<file path="config.mk">
export PLATFORM = sky130hd
export DESIGN_NAME = fetch_buffer
export DESIGN_NICKNAME = d
export VERILOG_FILES = /design/src/rtl/fetch_buffer_pkg.sv /design/src/rtl/fetch_buffer_fifo.sv /design/src/rtl/fetch_buffer.sv
export SDC_FILE = /design/constraint.sdc
export NUM_CORES = 1
export LEC_CHECK = 0
export BUFFER_PORTS_ARGS = -buffer_cell sky130_fd_sc_hd__buf_4
export CORE_MARGIN = 2
export CORE_UTILIZATION = 30
export DETAILED_ROUTE_END_ITERATION = 12
export PLACE_DENSITY = 0.58
export SLEW_MARGIN = 10
export SYNTH_ARGS = -nofsm -noshare
export SYNTH_HDL_FRONTEND = slang
export SYNTH_SLANG_ARGS = --single-unit
</file>
<file path="constraint.sdc">
create_clock -name clock -period 4.26 [get_ports clock]
set_input_delay 0.426 -clock clock [delete_from_list [all_inputs] [get_ports clock]]
set_output_delay 0.426 -clock clock [all_outputs]
set_load 0.05 [all_outputs]
</file>
<file path="src/rtl/fetch_buffer_pkg.sv">
// Shared types for the instruction prefetch buffer: ITIM request/response
// records, the FIFO entry layout and the controller state encoding.
package fetch_buffer_wires;

  localparam int fb_depth_default = 4;
  localparam int fb_ptr_width     = $clog2(fb_depth_default);

  typedef struct packed {
    logic        mem_valid;
    logic        mem_fence;
    logic        mem_spec;
    logic        mem_instr;
    logic [31:0] mem_addr;
    logic [31:0] mem_wdata;
    logic [3:0]  mem_wstrb;
  } mem_in_type;

  typedef struct packed {
    logic        mem_ready;
    logic [31:0] mem_rdata;
  } mem_out_type;

  typedef struct packed {
    logic [31:0] pc;
    logic [31:0] data;
  } fb_entry_type;

  typedef enum logic [1:0] {
    st_idle       = 2'd0,
    st_wait       = 2'd1,
    st_wait_fence = 2'd2
  } fb_state_type;

  // Instruction fetch addresses are always word aligned.
  function automatic logic [31:0] fb_align(input logic [31:0] addr);
    return addr & 32'hFFFF_FFFC;
  endfunction

endpackage

</file>
<file path="src/rtl/fetch_buffer_fifo.sv">
// Small circular buffer of {pc, data} words between the fetch controller
// and decode. Flush empties it in one cycle; the head reads as zero when
// the buffer is empty.
module fetch_buffer_fifo
  import fetch_buffer_wires::*;
#(
  parameter int depth = 4
) (
  input  logic                      clock,
  input  logic                      reset,
  input  logic                      flush,
  input  logic                      push,
  input  fb_entry_type              push_entry,
  input  logic                      pop,
  output fb_entry_type              head,
  output logic [$clog2(depth):0]    count
);

  localparam int ptr_w = $clog2(depth);
  localparam logic [ptr_w:0] depth_c = (ptr_w + 1)'(depth);

  fb_entry_type     entries [depth];
  logic [ptr_w-1:0] rd_ptr;
  logic [ptr_w-1:0] wr_ptr;
  logic             do_push;
  logic             do_pop;

  // Pop on empty is ignored; a push into a full buffer is dropped.
  always_comb begin
    do_push = push && (count != depth_c);
    do_pop  = pop && (count != '0);
  end

  // Pointers and occupancy; pointers wrap naturally since depth is a power of two.
  always_ff @(posedge clock) begin
    if (!reset || flush) begin
      rd_ptr <= '0;
      wr_ptr <= '0;
      count  <= '0;
    end else begin
      if (do_push) wr_ptr <= wr_ptr + 1'b1;
      if (do_pop)  rd_ptr <= rd_ptr + 1'b1;
      if (do_push && !do_pop)      count <= count + 1'b1;
      else if (!do_push && do_pop) count <= count - 1'b1;
    end
  end

  // Storage array; contents are only meaningful where count says so.
  always_ff @(posedge clock) begin
    if (do_push && !flush) entries[wr_ptr] <= push_entry;
  end

  // Head entry presented combinationally, zero when empty.
  always_comb begin
    head = (count != '0) ? entries[rd_ptr] : '0;
  end

endmodule

</file>
<file path="src/rtl/fetch_buffer.sv">
// Instruction prefetch stage in front of the ITIM. Keeps one request in
// flight, buffers returned words with their PC and handles redirects and
// fence.i by flushing and discarding the stale response.
//
//   state          | meaning
//   ---------------+----------------------------------------------------
//   st_idle        | nothing outstanding; issue when space or fence pending
//   st_wait        | fetch request outstanding; push (or drop) on ready
//   st_wait_fence  | fence request outstanding; response data discarded
module fetch_buffer
  import fetch_buffer_wires::*;
#(
  parameter int          fb_depth      = fb_depth_default,
  parameter logic [31:0] fb_start_addr = 32'h0
) (
  input  logic        clock,
  input  logic        reset,
  input  logic        redirect_valid,
  input  logic [31:0] redirect_addr,
  input  logic        redirect_fence,
  output logic        instr_valid,
  input  logic        instr_ready,
  output logic [31:0] instr_data,
  output logic [31:0] instr_pc,
  output mem_in_type  itim_in,
  input  mem_out_type itim_out
);

  localparam int ptr_w = $clog2(fb_depth);
  localparam logic [ptr_w:0] depth_c = (ptr_w + 1)'(fb_depth);

  typedef struct packed {
    fb_state_type state;
    logic [31:0]  pc;
    logic         drop;
    logic         pend_fence;
  } reg_type;

  localparam reg_type init_reg = '{
    state:      st_idle,
    pc:         fb_start_addr,
    drop:       1'b0,
    pend_fence: 1'b0
  };

  reg_type r, rin;

  logic           fifo_push;
  logic           fifo_pop;
  logic           fifo_pop_eff;
  fb_entry_type   fifo_push_entry;
  fb_entry_type   fifo_head;
  logic [ptr_w:0] fifo_count;
  logic [ptr_w:0] count_nx;
  logic           done;
  logic           space_ok;
  logic           issue;
  logic           issue_fence;

  fetch_buffer_fifo #(.depth(fb_depth)) u_fifo (
    .clock      (clock),
    .reset      (reset),
    .flush      (redirect_valid),
    .push       (fifo_push),
    .push_entry (fifo_push_entry),
    .pop        (fifo_pop),
    .head       (fifo_head),
    .count      (fifo_count)
  );

  // Next-state, FIFO control and the single-cycle ITIM request pulse.
  always_comb begin
    reg_type v;
    v               = r;
    done            = 1'b0;
    fifo_push       = 1'b0;
    fifo_push_entry = '{pc: r.pc, data: itim_out.mem_rdata};
    issue           = 1'b0;
    issue_fence     = 1'b0;

    // A redirect flushes the buffer, so a pop in the same cycle is moot.
    fifo_pop     = instr_ready && (fifo_count != '0) && !redirect_valid;
    fifo_pop_eff = fifo_pop;

    if ((r.state != st_idle) && itim_out.mem_ready) begin
      done = 1'b1;
      if (r.drop) begin
        v.drop = 1'b0;
      end else if (r.state == st_wait_fence) begin
        v.pend_fence = 1'b0;
      end else if (!redirect_valid) begin
        fifo_push = 1'b1;
        v.pc      = r.pc + 32'd4;
      end
    end

    // Redirect wins; an outstanding request whose response has not yet
    // arrived is marked so its data is thrown away when it does.
    if (redirect_valid) begin
      v.pc         = fb_align(redirect_addr);
      v.pend_fence = redirect_fence;
      if ((r.state != st_idle) && !itim_out.mem_ready) v.drop = 1'b1;
    end

    count_nx = redirect_valid ? '0
             : fifo_count + (ptr_w + 1)'(fifo_push) - (ptr_w + 1)'(fifo_pop_eff);

    // From a settled idle state only the current occupancy matters; after a
    // completion the push of this cycle must be counted as well.
    if ((r.state == st_idle) && !redirect_valid) space_ok = fifo_count < depth_c;
    else                                         space_ok = count_nx < depth_c;

    if (((r.state == st_idle) || done) && reset) begin
      v.state = st_idle;
      if (v.pend_fence) begin
        issue       = 1'b1;
        issue_fence = 1'b1;
        v.state     = st_wait_fence;
      end else if (space_ok) begin
        issue   = 1'b1;
        v.state = st_wait;
      end
    end

    itim_in           = '0;
    itim_in.mem_instr = 1'b1;
    if (issue) begin
      itim_in.mem_valid = 1'b1;
      itim_in.mem_fence = issue_fence;
      itim_in.mem_addr  = v.pc;
    end

    rin = v;
  end

  // Controller register with synchronous active-low reset.
  always_ff @(posedge clock) begin
    if (!reset) r <= init_reg;
    else        r <= rin;
  end

  // Decode-side view of the buffer head.
  always_comb begin
    instr_valid = (fifo_count != '0);
    instr_data  = fifo_head.data;
    instr_pc    = fifo_head.pc;
  end

endmodule

</file>
==> After elaboration in Yosys (flattened, before gate mapping) <==
Memories as Yosys holds them, arrays and structs flattened. A register that Yosys moved wholly into a read port is not among the register bits.
Index checks and enable logic that the tools add are counted.
Widths: inputs -> output; s select.
{ "totals": {"register_bits": 43, "out_inout_bits": 137, "wordCells": 72, "n_memories": 1, "mem_bits_rw": 256, "input_bits": 70} }
{ "mem_list": {"columns": ["name", "depth", "width", "read_ports", "rd_ports_with_merged_regs", "write_ports", "line_no", "text"], "rows": [
  ["u_fifo.entries", 4, 64, 1, 1, 1, "fetch_buffer_fifo.sv:22", "fb_entry_type entries [depth];"]
]} }
{ "op_classes": {"order_cmp": 2, "add_sub_neg": 7, "muxes": 31, "n_eq_ne": 2, "n_reduce_logical": 22} }
{ "ops": {"columns": ["op", "count"], "rows": [
  ["$mux 32", 4],
  ["$mux 34", 2],
  ["$mux 64", 1],
  ["$add 32x3->32 const B", 1],
  ["$mux 1", 17],
  ["$logic_and 1x1->1", 11],
  ["$mux 3", 3],
  ["$mux 2", 4],
  ["$lt 3x3->1 const B", 2],
  ["$logic_not 1->1", 5],
  ["$add 2x1->2 const B", 2],
  ["$reduce_bool 2->1", 2],
  ["$add 3x1->3", 1],
  ["$add 3x1->3 const B", 1],
  ["$ne 3x3->1 const B", 1],
  ["$reduce_bool 3->1", 1],
  ["$sub 3x1->3", 1],
  ["$sub 3x1->3 const B", 1],
  ["$eq 2x2->1 const B", 1],
  ["$logic_not 2->1", 1],
  ["$logic_or 1x1->1", 2]
]} }

==> Longest topological paths before layout <==
{ "logic_depth": {"depth_word": 13, "mapped_depth": 14, "mapped_depth_nobuf": 10} }

==> Modules after synthesis <==
Synthesis repeated with hierarchy kept, for this count alone.
{ "unflattened": {"hier_cells": 815, "area_unflattened_um2": 13222.7} }
{ "by_module_without_submodules": {"columns": ["mod", "instances", "area_per_inst_um2", "cells_per_inst"], "rows": [
  ["fetch_buffer_fifo", 1, 10382.5, 457],
  ["fetch_buffer", 1, 2840.2, 358]
]} }

==> Worst setup path before layout <==
Ideal clock, no wire load.
{ "synth_path": {"path_kind": "input to output", "from": "input redirect_valid", "to": "output itim_in[50] (netlist name)", "t_required_ns": 3.834, "path_stages": 11, "arrival_ns": 4.749, "setup_slack_ns": -0.915, "cell_sequence": "buf_2 -> inv_2 -> and3_1 -> clkbuf_1 -> ha_1 -> inv_1 -> ha_1 -> nand2b_1 -> o311ai_1 -> mux2_2 -> a2111oi_0"} }
{ "synth_lines": {"columns": ["element", "line_no", "text"], "rows": [
  ["start: declaration", "fetch_buffer.sv:18", "input logic redirect_valid,"],
  ["end: declaration", "fetch_buffer.sv:25", "output mem_in_type itim_in,"]
]} }

==> impl_metrics.ini <==
[outcome]
status = complete, no violations

[yosys]
syn_inst = 815
synthArstFlopShare_pct = 0
synth-edff-count = 256
yosysTopAreaCellShare_pct = 60.2
avgSynthCellArea_um2 = 15.7
ys_top_cells_by_area = edfxtp_1, mux4_2, dfxtp_1
synthSimpleGateAreaFrac_pct = 11.1
synth_top_family_by_area = multiplexers
yosys.area.top_type = edfxtp_1
syn_area_um2 = 12800
ys_types = 52
synth_seq_cells = 301
synth_mux_area_share_pct = 12.2
synthXorXnorAreaFrac_pct = 1.10
synth_adder_area_share_pct = 0.940
ys_warn_count = 0
synth_flop_cell = edfxtp_1
synth_compound_area_share_pct = 3.18
synth_seq_area_share_pct = 67.2

[critical_path]
startpoint = u_fifo.count[1]$_SDFFE_PP0P_
cp_max_fo = 16
cp.required_ns = 3.83
cpPeakStageDelay_ns = 0.57
cp-start-kind = flop
cpLargestDelayFamily = simple AND/OR/NAND/NOR gates
cp.buffers_inverters = 1
slowest_stage = mux2_2
cp.arrival_ns = 3.66
timing_worst_setup_path_type = reg -> out
crit_path_end_kind = output pin
cp_cell_sequence = or3_2 -> and3_1 -> ha_1 -> nand2b_1 -> o311ai_2 -> mux2_2 -> nor3_1 -> buf_4

[global_routing]
grt-busiest-layer = met2
grt_first_pass_wirelength_um = 45900
grtUsageMet1_pct = 18.7
grt_start_max_net_pins = 66
grt-ovfl-total = 0
grt_pass1_vias = 7463
track_usage_pct = 13.9
met2_usage_pct = 22.4
antenna_found_initial = 0
met3_usage_pct = 3.43

[sta]
min_period_over_period_pct = 96.0
drv_slew = 0
rsz0062_at_grt = no
worst_slew_pin_slew_ns = 1.08
setup_viol = 0
finalHoldViolations = 0
worst_clock_skew_ns = 0.0359
relSlewSlack_pct = 27.8
setup_tns_ns = 0
fmax_mhz = 245
fin_crit_ns = 4.09

[clock_tree]
clockBufferDepth = 3
htreeDepth = 2
clock_latency_ns = 0.55
clock_sinks = 301
hold_buffers = 0
clk_pin_slew_ns = 0.06
clock-root-buffer = clkbuf_16
numCtsBuffers = 36
cts_tree = done

[drt]
via_count = 7476
drtIter0Drc = 473
drcViolationCount = 0
post_drt_wl_per_cell_um = 20.3
dr.pass1.iters = 6
routed_wl_um = 31500
viasPerCell = 4.81
antenna_left = 0

[final_layout]
layout_common_cells = edfxtp_1, buf_4, and2_1
final_nets = 1067
drive_above_1_share_pct = 30.9
layout_commonest_cell = edfxtp_1
fin_area_um2 = 15700
antenna_cells = 0
syn_to_final_growth_pct = 23.2

[die]
die_area_um2 = 44200
die_y_um = 210
core-area_um2 = 41900
fp-row-count = 75
start_util_pct = 30.5
ios = 207
die_w_um = 210

[worst_hold_path]
worstHoldPathType = in -> reg
worstHoldStart = itim_out[25]

[pwr]
peakVddDrop_mv = 0.219
power.density_nw_per_um2 = 435
p_leak_uw = 0.00546

[placement]
routabilityCongestion = 0.771
dpl-instance-area_um2 = 14600
hpwl_um = 19600
portBuffers = 166

[run]
maxCapViolCount = 0
==> cells in the mapped netlist (all sizes together) (16+ instances only) <==
| library cell | number |
|---|---|
| and2 | 74 |
| buf | 54 |
| clkbuf | 30 |
| dfxtp | 45 |
| edfxtp | 256 |
| inv | 16 |
| mux4 | 64 |
| nand2 | 22 |
| nand4 | 17 |
| nor2 | 46 |
| nor3 | 36 |
| nor4 | 16 |
==> routing by layer <==
metal	wire length (um)	share of wire [%]
met5	0	0
met4	608	1.9
met3	2040	6.5
met2	15000	48
met1	13800	44
==> registers in the layout, summed over array words and instances (netlist names), named ones only <==
| signal | flops |
|---|---|
| fifo_push_entry | 32 |
| r | 3 |
| u_fifo.count | 3 |
| u_fifo.entries | 256 |
| u_fifo.rd_ptr | 2 |
| u_fifo.wr_ptr | 2 |
==> worst register-to-register path, cell delays in order (launching register included) <==
cell and delay [ns]:
dfxtp_1 0.35, nand4bb_1 0.56, a31oi_1 0.79, ha_1 0.32
inv_1 0.06, fa_1 0.37, xor2_1 0.16, or3_1 0.30
a21oi_1 0.14
==> layout make-up <==
cell class / count / area [um^2]
fillers: 4004 / 26200
flip-flops and latches: 301 / 8600
multi-input cells: 452 / 3850
repair buffers: 181 / 1420
clock buffers: 54 / 1010
well taps: 539 / 674
clock inverters: 10 / 121
inverters: 16 / 60.1
==> worst paths after layout <==
path	slack [ns]	cells past startpoint	end
setup / recovery	0.17	8	itim_in[39]
hold / removal	0.09	1	u_fifo.entries[1][25]$_DFFE_PP_
setup reg to reg	1.14	8	u_fifo.count[2]$_SDFFE_PP0P_
hold reg to reg	0.53	0	u_fifo.entries[2][33]$_DFFE_PP_
==> through the flow <==
step | util, % | std cells | setup WS [ns] | total power [uW] | hold WS, ns
detailed placement | 34.7 | 1487 | 0.625 | 3970 | 0.511
finish | 37.5 | 1553 | 0.172 | 6840 | 0.0922
global placement | 34.7 | 1487 | 0.653 | 3960 | 0.482
floorplan | - | 851 | 0.0736 | 3780 | 0.458
global route | 37.5 | 1553 | 0.00679 | 7070 | 0.0625
CTS | 37.4 | 1551 | 0.0211 | 6920 | 0.0520
==> kinds of logic after synthesis <==
logic type      Yosys count
flops                   301
simple gates            256
buf+inv                 100
mux                      76
compound gates           55
xor+xnor                 16
fa+ha+maj                 9
other cells               2
==> power by group <==
| group | switching, uW | internal [uW] |
|---|---|---|
| sequential | 54.7 | 3240 |
| combinational | 423 | 190 |
| clock | 1170 | 1760 |
| total | 1640 | 5190 |
==> what timing repair did <==
| action | 4_1_cts | 5_1_grt |
|---|---|---|
| resized for setup | 0 | 3 |
| setup buffers | 0 | 0 |
| endpoints found under the setup margin | 0 | 20 |
Power figures use the tool's default switching activity.
